==> src/rtl/conv_stream_driver_if.sv <==
// Stream bundle between conv_stream_driver and the convolver.
// X travels driver -> convolver, Y travels convolver -> driver.
interface conv_stream_driver_if #(
    parameter int T = 8
);
    // X stream (driver is the source)
    logic                m_valid_x;
    logic signed [T-1:0] m_data_x;
    logic                m_ready_x;

    // Y stream (driver is the sink)
    logic                s_valid_y;
    logic signed [T-1:0] s_data_y;
    logic                s_ready_y;

    // Driver side: sources X, sinks Y
    modport master (
        output m_valid_x,
        output m_data_x,
        input  m_ready_x,
        input  s_valid_y,
        input  s_data_y,
        output s_ready_y
    );

    // Convolver side: sinks X, sources Y
    modport slave (
        input  m_valid_x,
        input  m_data_x,
        output m_ready_x,
        output s_valid_y,
        output s_data_y,
        input  s_ready_y
    );
endinterface

==> src/rtl/conv_stream_driver.sv <==
// conv_stream_driver: host-loaded X buffer streamed out as a valid/ready
// master, convolver results captured into a Y buffer for host readback.
// The X buffer has a registered read, so a one-word output register plus a
// one-word skid entry absorb the read latency and keep one beat per cycle.
module conv_stream_driver #(
    parameter int T = 8,
    parameter int N = 128,
    parameter int M = 32
) (
    input  logic                        clk,
    input  logic                        reset,

    // host side: X buffer load and transfer control
    input  logic                        wr_en,
    input  logic [$clog2(N)-1:0]        wr_addr,
    input  logic signed [T-1:0]         wr_data,
    input  logic                        start,

    // stream ports toward the convolver
    conv_stream_driver_if.master        strm,

    // host side: Y buffer readback and status
    input  logic [$clog2(N-M+1)-1:0]    rd_addr,
    output logic signed [T-1:0]         rd_data,
    output logic                        busy,
    output logic                        done,
    output logic [$clog2(N-M+2)-1:0]    y_count
);

    localparam int Y_LEN   = N - M + 1;
    localparam int XA      = $clog2(N);
    localparam int YA      = $clog2(Y_LEN);
    localparam int YC_W    = $clog2(Y_LEN + 1);
    localparam int TC_W    = $clog2(N + 1);
    localparam int X_DEPTH = 1 << XA;
    localparam int Y_DEPTH = 1 << YA;

    localparam logic [TC_W-1:0] N_C     = TC_W'(N);
    localparam logic [YC_W-1:0] Y_LEN_C = YC_W'(Y_LEN);

    typedef enum logic [1:0] {
        ST_IDLE = 2'd0,
        ST_RUN  = 2'd1,
        ST_DONE = 2'd2
    } state_t;

    // control and pipeline registers
    state_t              state_q,      state_d;
    logic [TC_W-1:0]     tx_cnt_q,     tx_cnt_d;
    logic [TC_W-1:0]     fetch_idx_q,  fetch_idx_d;
    logic                rvalid_q,     rvalid_d;
    logic                out_valid_q,  out_valid_d;
    logic signed [T-1:0] out_data_q,   out_data_d;
    logic                skid_valid_q, skid_valid_d;
    logic signed [T-1:0] skid_data_q,  skid_data_d;
    logic                s_ready_y_q,  s_ready_y_d;
    logic [YC_W-1:0]     y_count_q,    y_count_d;
    logic                busy_q,       busy_d;
    logic                done_q,       done_d;

    // buffers (contents are never reset)
    logic signed [T-1:0] x_mem [0:X_DEPTH-1];
    logic signed [T-1:0] y_mem [0:Y_DEPTH-1];
    logic signed [T-1:0] x_rdata_q;
    logic signed [T-1:0] y_rdata_q;

    // handshake and pipeline helpers
    logic       tx_fire;
    logic       y_fire;
    logic       fetch_en;
    logic       x_we;
    logic       y_we;
    logic [1:0] occ;
    logic [1:0] occ_after;

    assign tx_fire = out_valid_q && strm.m_ready_x;
    assign y_fire  = strm.s_valid_y && s_ready_y_q;

    // Words held in the output register, the skid entry, or landing from the
    // RAM this cycle. A new read is only issued if, after this cycle's pop,
    // there is still room for it when it lands next cycle; this keeps the
    // total never above the two storage slots.
    assign occ       = 2'(out_valid_q) + 2'(skid_valid_q) + 2'(rvalid_q);
    assign occ_after = occ - 2'(tx_fire);
    assign fetch_en  = (state_q == ST_RUN) && (fetch_idx_q < N_C) && (occ_after < 2'd2);

    assign x_we = (state_q == ST_IDLE) && wr_en;
    assign y_we = y_fire && !reset;

    // X buffer: host writes only while idle, registered read feeds the prefetch
    always_ff @(posedge clk) begin
        if (x_we) begin
            x_mem[wr_addr] <= wr_data;
        end
        if (fetch_en) begin
            x_rdata_q <= x_mem[fetch_idx_q[XA-1:0]];
        end
    end

    // Y buffer: results stored in arrival order, read port returns the old word on collision
    always_ff @(posedge clk) begin
        if (y_we) begin
            y_mem[y_count_q[YA-1:0]] <= strm.s_data_y;
        end
        y_rdata_q <= y_mem[rd_addr];
    end

    // Next-state logic: transfer FSM, TX prefetch queue and RX counter
    always_comb begin
        state_d      = state_q;
        tx_cnt_d     = tx_cnt_q;
        fetch_idx_d  = fetch_idx_q;
        rvalid_d     = fetch_en;
        out_valid_d  = out_valid_q;
        out_data_d   = out_data_q;
        skid_valid_d = skid_valid_q;
        skid_data_d  = skid_data_q;
        s_ready_y_d  = s_ready_y_q;
        y_count_d    = y_count_q;
        busy_d       = busy_q;
        done_d       = 1'b0;

        // Two-slot in-order queue: the output register is the head, the skid
        // entry is second. The RAM word that lands this cycle goes behind
        // whatever survives this cycle's pop.
        if (out_valid_q && !tx_fire) begin
            if (!skid_valid_q) begin
                skid_valid_d = rvalid_q;
                skid_data_d  = rvalid_q ? x_rdata_q : skid_data_q;
            end
        end else if (skid_valid_q) begin
            out_valid_d  = 1'b1;
            out_data_d   = skid_data_q;
            skid_valid_d = rvalid_q;
            skid_data_d  = rvalid_q ? x_rdata_q : skid_data_q;
        end else if (rvalid_q) begin
            out_valid_d  = 1'b1;
            out_data_d   = x_rdata_q;
            skid_valid_d = 1'b0;
        end else begin
            out_valid_d  = 1'b0;
            skid_valid_d = 1'b0;
        end

        unique case (state_q)
            ST_IDLE: begin
                if (start) begin
                    state_d     = ST_RUN;
                    tx_cnt_d    = '0;
                    fetch_idx_d = '0;
                    y_count_d   = '0;
                    busy_d      = 1'b1;
                    s_ready_y_d = 1'b1;
                end
            end
            ST_RUN: begin
                tx_cnt_d    = tx_cnt_q + TC_W'(tx_fire);
                fetch_idx_d = fetch_idx_q + TC_W'(fetch_en);
                y_count_d   = y_count_q + YC_W'(y_fire);
                s_ready_y_d = (y_count_d < Y_LEN_C);
                // Leave as soon as both directions have their last beat,
                // whichever finished later.
                if ((tx_cnt_d == N_C) && (y_count_d == Y_LEN_C)) begin
                    state_d     = ST_DONE;
                    done_d      = 1'b1;
                    busy_d      = 1'b0;
                    s_ready_y_d = 1'b0;
                end
            end
            ST_DONE: begin
                state_d = ST_IDLE;
            end
            default: begin
                state_d     = ST_IDLE;
                busy_d      = 1'b0;
                s_ready_y_d = 1'b0;
            end
        endcase
    end

    // Register all control state; reset drops any beat in flight
    always_ff @(posedge clk) begin
        if (reset) begin
            state_q      <= ST_IDLE;
            tx_cnt_q     <= '0;
            fetch_idx_q  <= '0;
            rvalid_q     <= 1'b0;
            out_valid_q  <= 1'b0;
            out_data_q   <= '0;
            skid_valid_q <= 1'b0;
            skid_data_q  <= '0;
            s_ready_y_q  <= 1'b0;
            y_count_q    <= '0;
            busy_q       <= 1'b0;
            done_q       <= 1'b0;
        end else begin
            state_q      <= state_d;
            tx_cnt_q     <= tx_cnt_d;
            fetch_idx_q  <= fetch_idx_d;
            rvalid_q     <= rvalid_d;
            out_valid_q  <= out_valid_d;
            out_data_q   <= out_data_d;
            skid_valid_q <= skid_valid_d;
            skid_data_q  <= skid_data_d;
            s_ready_y_q  <= s_ready_y_d;
            y_count_q    <= y_count_d;
            busy_q       <= busy_d;
            done_q       <= done_d;
        end
    end

    assign strm.m_valid_x = out_valid_q;
    assign strm.m_data_x  = out_data_q;
    assign strm.s_ready_y = s_ready_y_q;
    assign rd_data        = y_rdata_q;
    assign busy           = busy_q;
    assign done           = done_q;
    assign y_count        = y_count_q;

endmodule

==> src/flat_wrapper.sv <==
// flat-port wrapper written by rule: the top's interface ports become plain ports
module conv_stream_driver_flat 
#(
    parameter int T = 8,
    parameter int N = 128,
    parameter int M = 32
)
  (clk, reset, wr_en, wr_addr, wr_data, start, rd_addr, rd_data, busy, done, y_count, strm_m_valid_x, strm_m_data_x, strm_m_ready_x, strm_s_valid_y, strm_s_data_y, strm_s_ready_y);
  conv_stream_driver_if #(.T(T)) strm_i ();
  input  logic clk;
  input  logic reset;
  input  logic wr_en;
  input  logic [$clog2(N)-1:0] wr_addr;
  input  logic signed [T-1:0] wr_data;
  input  logic start;
  input  logic [$clog2(N-M+1)-1:0] rd_addr;
  output logic signed [T-1:0] rd_data;
  output logic busy;
  output logic done;
  output logic [$clog2(N-M+2)-1:0] y_count;
  output wire logic [$bits(strm_i.m_valid_x)-1:0] strm_m_valid_x;
  output wire logic [$bits(strm_i.m_data_x)-1:0] strm_m_data_x;
  input wire logic [$bits(strm_i.m_ready_x)-1:0] strm_m_ready_x;
  input wire logic [$bits(strm_i.s_valid_y)-1:0] strm_s_valid_y;
  input wire logic [$bits(strm_i.s_data_y)-1:0] strm_s_data_y;
  output wire logic [$bits(strm_i.s_ready_y)-1:0] strm_s_ready_y;
  assign strm_m_valid_x = strm_i.m_valid_x;
  assign strm_m_data_x = strm_i.m_data_x;
  assign strm_i.m_ready_x = strm_m_ready_x;
  assign strm_i.s_valid_y = strm_s_valid_y;
  assign strm_i.s_data_y = strm_s_data_y;
  assign strm_s_ready_y = strm_i.s_ready_y;
  conv_stream_driver #(.T(T), .N(N), .M(M)) u_core (.clk(clk), .reset(reset), .wr_en(wr_en), .wr_addr(wr_addr), .wr_data(wr_data), .start(start), .strm(strm_i), .rd_addr(rd_addr), .rd_data(rd_data), .busy(busy), .done(done), .y_count(y_count));
endmodule
==> config.mk <==
export PLATFORM = sky130hd
export DESIGN_NAME = conv_stream_driver_flat
export DESIGN_NICKNAME = d
export VERILOG_FILES = /design/src/rtl/conv_stream_driver_if.sv /design/src/rtl/conv_stream_driver.sv /design/src/flat_wrapper.sv
export SDC_FILE = /design/constraint.sdc
export NUM_CORES = 2
export LEC_CHECK = 0
export ABC_AREA = 1
export CAP_MARGIN = 20
export CORE_MARGIN = 2
export CORE_UTILIZATION = 50
export CTS_CLUSTER_SIZE = 14
export DETAILED_ROUTE_END_ITERATION = 8
export PLACE_DENSITY = 0.72
export SYNTH_ARGS = -nofsm -noshare
export SYNTH_HDL_FRONTEND = slang
export SYNTH_SLANG_ARGS = --single-unit
==> constraint.sdc <==
create_clock -name clk -period 9.7 [get_ports clk]
set_clock_uncertainty 0.15 [all_clocks]
set_input_delay 1.94 -clock clk [delete_from_list [all_inputs] [get_ports clk]]
set_output_delay 1.94 -clock clk [all_outputs]
set_load 0.02 [all_outputs]
Yosys cells after proc, flatten, opt, wreduce, memory -nomap -nowiden
Memory sizes are Yosys's and may differ from the RTL's. A register that Yosys moved wholly into a read port is not among the register bits.
Cells that the tools add are included.
- magnitude comparators: 3
- reduce and logical (&&, ||, !) cells: 21
- bitwise operators: 3
- add/sub/neg operators: 6
- eq/ne operators: 7
- muxes and demuxes: 29
- operators with widths (cell ; number):
    $mux 8 ; 7
    $pmux 8 s2 ; 2
    $add 8x1->8 ; 2
    $pmux 7 s2 ; 1
    $mux 1 ; 13
    $reduce_and 2->1 ; 5
    $eq 8x8->1 const B ; 1
    $logic_and 1x1->1 ; 8
    $lt 8x8->1 const B ; 1
    $add 7x1->7 ; 1
    $eq 7x7->1 const B ; 1
    $lt 7x7->1 const B ; 1
    $mux 7 ; 1
    $ne 2x2->1 const B ; 3
    $pmux 1 s3 ; 2
    $reduce_bool 2->1 ; 3
    $mux 2 ; 2
    $pmux 2 s2 ; 1
    $not 1->1 ; 3
    $reduce_and 3->1 ; 1
    $add 1x1->2 ; 1
    $add 2x1->2 ; 1
    $eq 2x1->1 const B ; 1
    $eq 2x2->1 const B ; 1
    other kinds (5) ; 6
- output and inout port bits: 27
- bits in writable memories: 2048
- register bits after elaboration: 47
- memories kept: 2
- input bits: 36
- logic and storage cells: 83
- memory list (memory ; depth ; width ; rd ports ; clocked after memory_dff ; wr ports ; RTL line ; RTL):
    u_core.x_mem ; 128 ; 8 ; 1 ; 1 ; 1 ; conv_stream_driver.sv:62 ; logic signed [T-1:0] x_mem [0:X_DEPTH-1];
    u_core.y_mem ; 128 ; 8 ; 1 ; 1 ; 1 ; conv_stream_driver.sv:63 ; logic signed [T-1:0] y_mem [0:Y_DEPTH-1];

Logic depth before layout (Yosys ltp)
- depth after elaboration: 7
- depth in mapped cells: 17
- gate-level depth less buffers: 17

Worst setup path after synthesis
Ideal clock, no wire load.
- path type: input to register
- from: input strm_m_ready_x
- to: register u_core.fetch_idx_q[6]
- arrival time: 4553 ps
- buffers on the path: 0
- setup slack: 4912 ps
- cell stages on the path: 16
- data required time: 9464 ps
- cell sequence: nand2_1 -> inv_1 -> ha_1 -> inv_1 -> ha_1 -> a21oi_1 -> nor2_1 -> nor3_1 -> ha_1 -> ha_1 -> nand2_1 -> nor3_1 -> nand2_1 -> inv_1 -> nand2_1 -> a211oi_1
- word-level cells in the longest chain between the ends: 6
- RTL lines (item ; RTL line ; RTL):
    start, declared ; flat_wrapper.sv:23 ; input wire logic [$bits(strm_i.m_ready_x)-1:0] strm_m_ready_x;
    $logic_and 1x1->1 ; conv_stream_driver.sv:76 ; assign tx_fire = out_valid_q && strm.m_ready_x;
    $sub 2x1->2 ; conv_stream_driver.sv:84 ; assign occ_after = occ - 2'(tx_fire);
    $lt 2x2->1 ; conv_stream_driver.sv:85 ; assign fetch_en = (state_q == ST_RUN) && (fetch_idx_q < N_C) && (occ_after < 2'd2);
    $logic_and 1x1->1 ; conv_stream_driver.sv:85 ;
    net u_core.fetch_en ; conv_stream_driver.sv:70 ; logic fetch_en;
    $add 8x1->8 ; conv_stream_driver.sv:158 ; fetch_idx_d = fetch_idx_q + TC_W'(fetch_en);
    $pmux 8 s2 ; conv_stream_driver.sv:145 ; unique case (state_q)
    end signal, assigned ; conv_stream_driver.sv:199 ; fetch_idx_q <= fetch_idx_d;
    end, declared ; conv_stream_driver.sv:50 ; logic [TC_W-1:0] fetch_idx_q, fetch_idx_d;
The timed path passes the listed nets, and every way through them passes these cells.
A chain may end at the register's enable or synchronous reset.

Worst setup path after layout
Ends and elaborated chain as after synthesis.

==> impl_metrics.env <==
export IMPL_outcome="completed"
export IMPL_crit_fanout=7
export IMPL_grt_pass1_wl_um=323000
export IMPL_fillerInstances=14000
export IMPL_synth_flop_cell="edfxtp_1"
export IMPL_antenna_found_initial=7
export IMPL_grt_pass1_vias=54300
export IMPL_insertion_delay_ns=0.82
export IMPL_vias=56500
export IMPL_rsz0062_at_grt="false"
export IMPL_io_buffer_count=62
export IMPL_grt_max_degree=252
export IMPL_die_h_um=420
export IMPL_gp_congestion=0.862
export IMPL_fp_dieArea_um2=176000
export IMPL_crit_path_start_kind="input pin"
export IMPL_hold_start="u_core.skid_data_q[4]"
export IMPL_period_minus_slack_ns=4.75
export IMPL_multiInputGateArea_um2=20500
export IMPL_hold_violations=0
export IMPL_worst_pin_slew_ns=1.17
export IMPL_postCtsSetupRepairBufs=0
export IMPL_hold_path_class="register to register"
export IMPL_synth_edf_count=2056
export IMPL_ys_ff_latch=2111
export IMPL_worst_setup_path_end_kind="register"
export IMPL_first_pass_iters=6
export IMPL_max_freq_mhz=210
export IMPL_cts_sinks=2111
export IMPL_relSlewSlack_pct=21.9
export IMPL_drive_above_1_share_pct=4.48
export IMPL_seq_area_um2=62900
export IMPL_numCtsBuffers=192
export IMPL_power_total_uw=17900
export IMPL_powerDensity_nw_per_um2=192
export IMPL_synth_nets=7463
export IMPL_viasPerCell=5.82
export IMPL_cts_resized=0
export IMPL_yosysMostFrequentCell="nand2_1"
export IMPL_cts_buffer_depth=3
export IMPL_slowest_stage="clkdlybuf4s50_1"
export IMPL_ioPinCount=63
export IMPL_cts_root_buf="clkbuf_16"
export IMPL_wl_per_cell_um=22.0
export IMPL_crit_path_start="strm_m_ready_x"
export IMPL_htree_levels=4
export IMPL_yosys_top_cells_count="nand2_1 (2,492), edfxtp_1 (2,056), nand3_1 (1,871), nor2_1 (305), buf_2 (254)"
export IMPL_hpwl_um=116000
export IMPL_max_stage_delay_ns=0.42
export IMPL_crit_required_ns=10.22
export IMPL_grtUsageTotal_pct=24.0
export IMPL_antenna_left=0
export IMPL_synth_area_per_cell_um2=11.7
export IMPL_ff2ff_path_depth=12
export IMPL_min_path_cells=2
export IMPL_setup_viol=0
export IMPL_clk_pin_slew_ns=0.06
export IMPL_postSynthCellCount=7419
export IMPL_async_reset_ff_share_pct=0
export IMPL_cts_tree="done"
export IMPL_yosysWarnings=0
export IMPL_start_util_pct=50.4
export IMPL_yosys_top_cells_area="edfxtp_1 (71%), nand3_1 (11%), nand2_1 (11%)"
export IMPL_die_w_um=420
export IMPL_yosys_area_top_type="edfxtp_1"
export IMPL_fin_util_pct=54.4
export IMPL_cellLeakagePower_uw=0.0323
export IMPL_ys_types=33
export IMPL_ff2ff_setup_slack_ns=5.72
export IMPL_fin_crit_sh_pct=49.0
export IMPL_rows=152
export IMPL_netlist_area_um2=86500
export IMPL_crit_type="input pin to register"
export IMPL_drt_iter0_drc=7748
export IMPL_final_nets=7314
export IMPL_drv_cap=0
export IMPL_yosysSeqAreaShare_pct=72.6
export IMPL_netlist_area_leader_share_pct=71.4
export IMPL_irDropWorstVdd_v=0.000180
export IMPL_drt_wl_total_um=214000
export IMPL_syn_to_final_growth_pct=7.94
export IMPL_drc=0
export IMPL_worstPathArrival_ns=5.27
export IMPL_path_cells="clkdlybuf4s50_1 -> nand2_1 -> inv_1 -> ha_1 -> inv_1 -> ha_1 -> a21oi_1 -> nor2_1 -> nor3_1 -> buf_2 -> ha_1 -> ha_1 -> nand2_1 -> nor3_1 -> nand2_1 -> inv_1 -> nand2_1 -> nor2_1 -> a211oi_1"
export IMPL_drv_slew=0
export IMPL_setup_tns_final_ns=0
export IMPL_postCtsHoldBufs=0
export IMPL_worstReg2RegStart="u_core.fetch_idx_q[0]"
export IMPL_core_area_um2=172000
export IMPL_grt_remaining_overflow=0
-- stage by stage --
step	worst slack [ns]	hold WS, ns	cell area, um^2	instances
floorplan	4.91	0.294	86500	7419
global placement	3.73	0.305	87700	9384
detailed placement	3.75	0.322	87700	9385
CTS	4.56	0.331	93400	9720
global route	4.66	0.350	93400	9723
finish	4.95	0.330	93400	9724
-- cell families after synthesis --
family                   Yosys count  synth area share (%)
AND/OR/NAND/NOR                 4697                  23.2
buffers and inverters            532                  3.63
flip-flops                      2111                  72.6
adder cells (fa/ha/maj)            8                 0.116
AO/OA/AOI/OAI                     64                 0.403
XOR/XNOR                           7                0.0709
-- cells in the final DEF (no fill, tap or decap), types with 9 or more instances in the layout --
master	n
dfxtp_1	51
nand2_1	2492
clkbuf_16	198
edfxtp_1	2056
a21oi_1	21
nand4_1	17
a31oi_1	9
nor2_1	305
clkinv_1	39
clkdlybuf4s50_1	42
clkinv_2	22
nand3_1	1871
clkbuf_1	67
o21ai_0	26
buf_4	75
inv_1	49
-- layer usage --
layer | share of wire (%) | track usage, % | up-vias | routed length [um]
li1 | - | - | 25800 | -
met1 | 38 | 31.8 | 27500 | 82200
met4 | 4.4 | 11.2 | 4 | 9460
met2 | 49 | 39.4 | 2759 | 104000
met3 | 8.6 | 3.49 | 467 | 18400
met5 | 0.013 | 0 | - | 27
-- power breakdown --
part | switching, uW | internal [uW] | leakage (uW)
sequential | 18.6 | 10000 | 0.0189
combinational | 664 | 197 | 0.0107
clock | 3190 | 3840 | 0.00276
-- flip-flops by register name, indices dropped and copies added (netlist names), 2 cells and up --
register / count
u_core.fetch_idx_q: 8
u_core.rd_data: 8
u_core.skid_data_q: 8
u_core.state_q: 2
u_core.strm.m_data_x: 8
u_core.tx_cnt_q: 8
u_core.x_mem: 1024
u_core.x_rdata_q: 8
u_core.y_count: 7
u_core.y_mem: 1024
-- worst max-delay path, delay by kind of cell --
kind,cells,cell delay (ns)
AO/OA/AOI/OAI,2,0.24
adder cells (fa/ha/maj),4,0.91
buffers and inverters,5,0.89
AND/OR/NAND/NOR,8,1.30
-- path summary, 6_finish.rpt --
check,end
worst max-delay path,u_core.fetch_idx_q[6]
worst min-delay path,u_core.strm.m_data_x[4]
worst max register to register,u_core.x_rdata_q[7]
worst min register to register,u_core.strm.m_data_x[4]
-- cell type report --
| cell class | instances | area share (%) |
|---|---|---|
| diodes | 3 | 0.00804 |
| clock buffers | 267 | 5.60 |
| clock inverters | 68 | 0.454 |
| inverters | 61 | 0.307 |
| multi-input cells | 4776 | 22.0 |
| flip-flops and latches | 2111 | 67.3 |
| well taps | 2310 | 3.09 |
| repair buffers | 128 | 1.24 |
No activity file was read; power rests on OpenSTA's default activity.
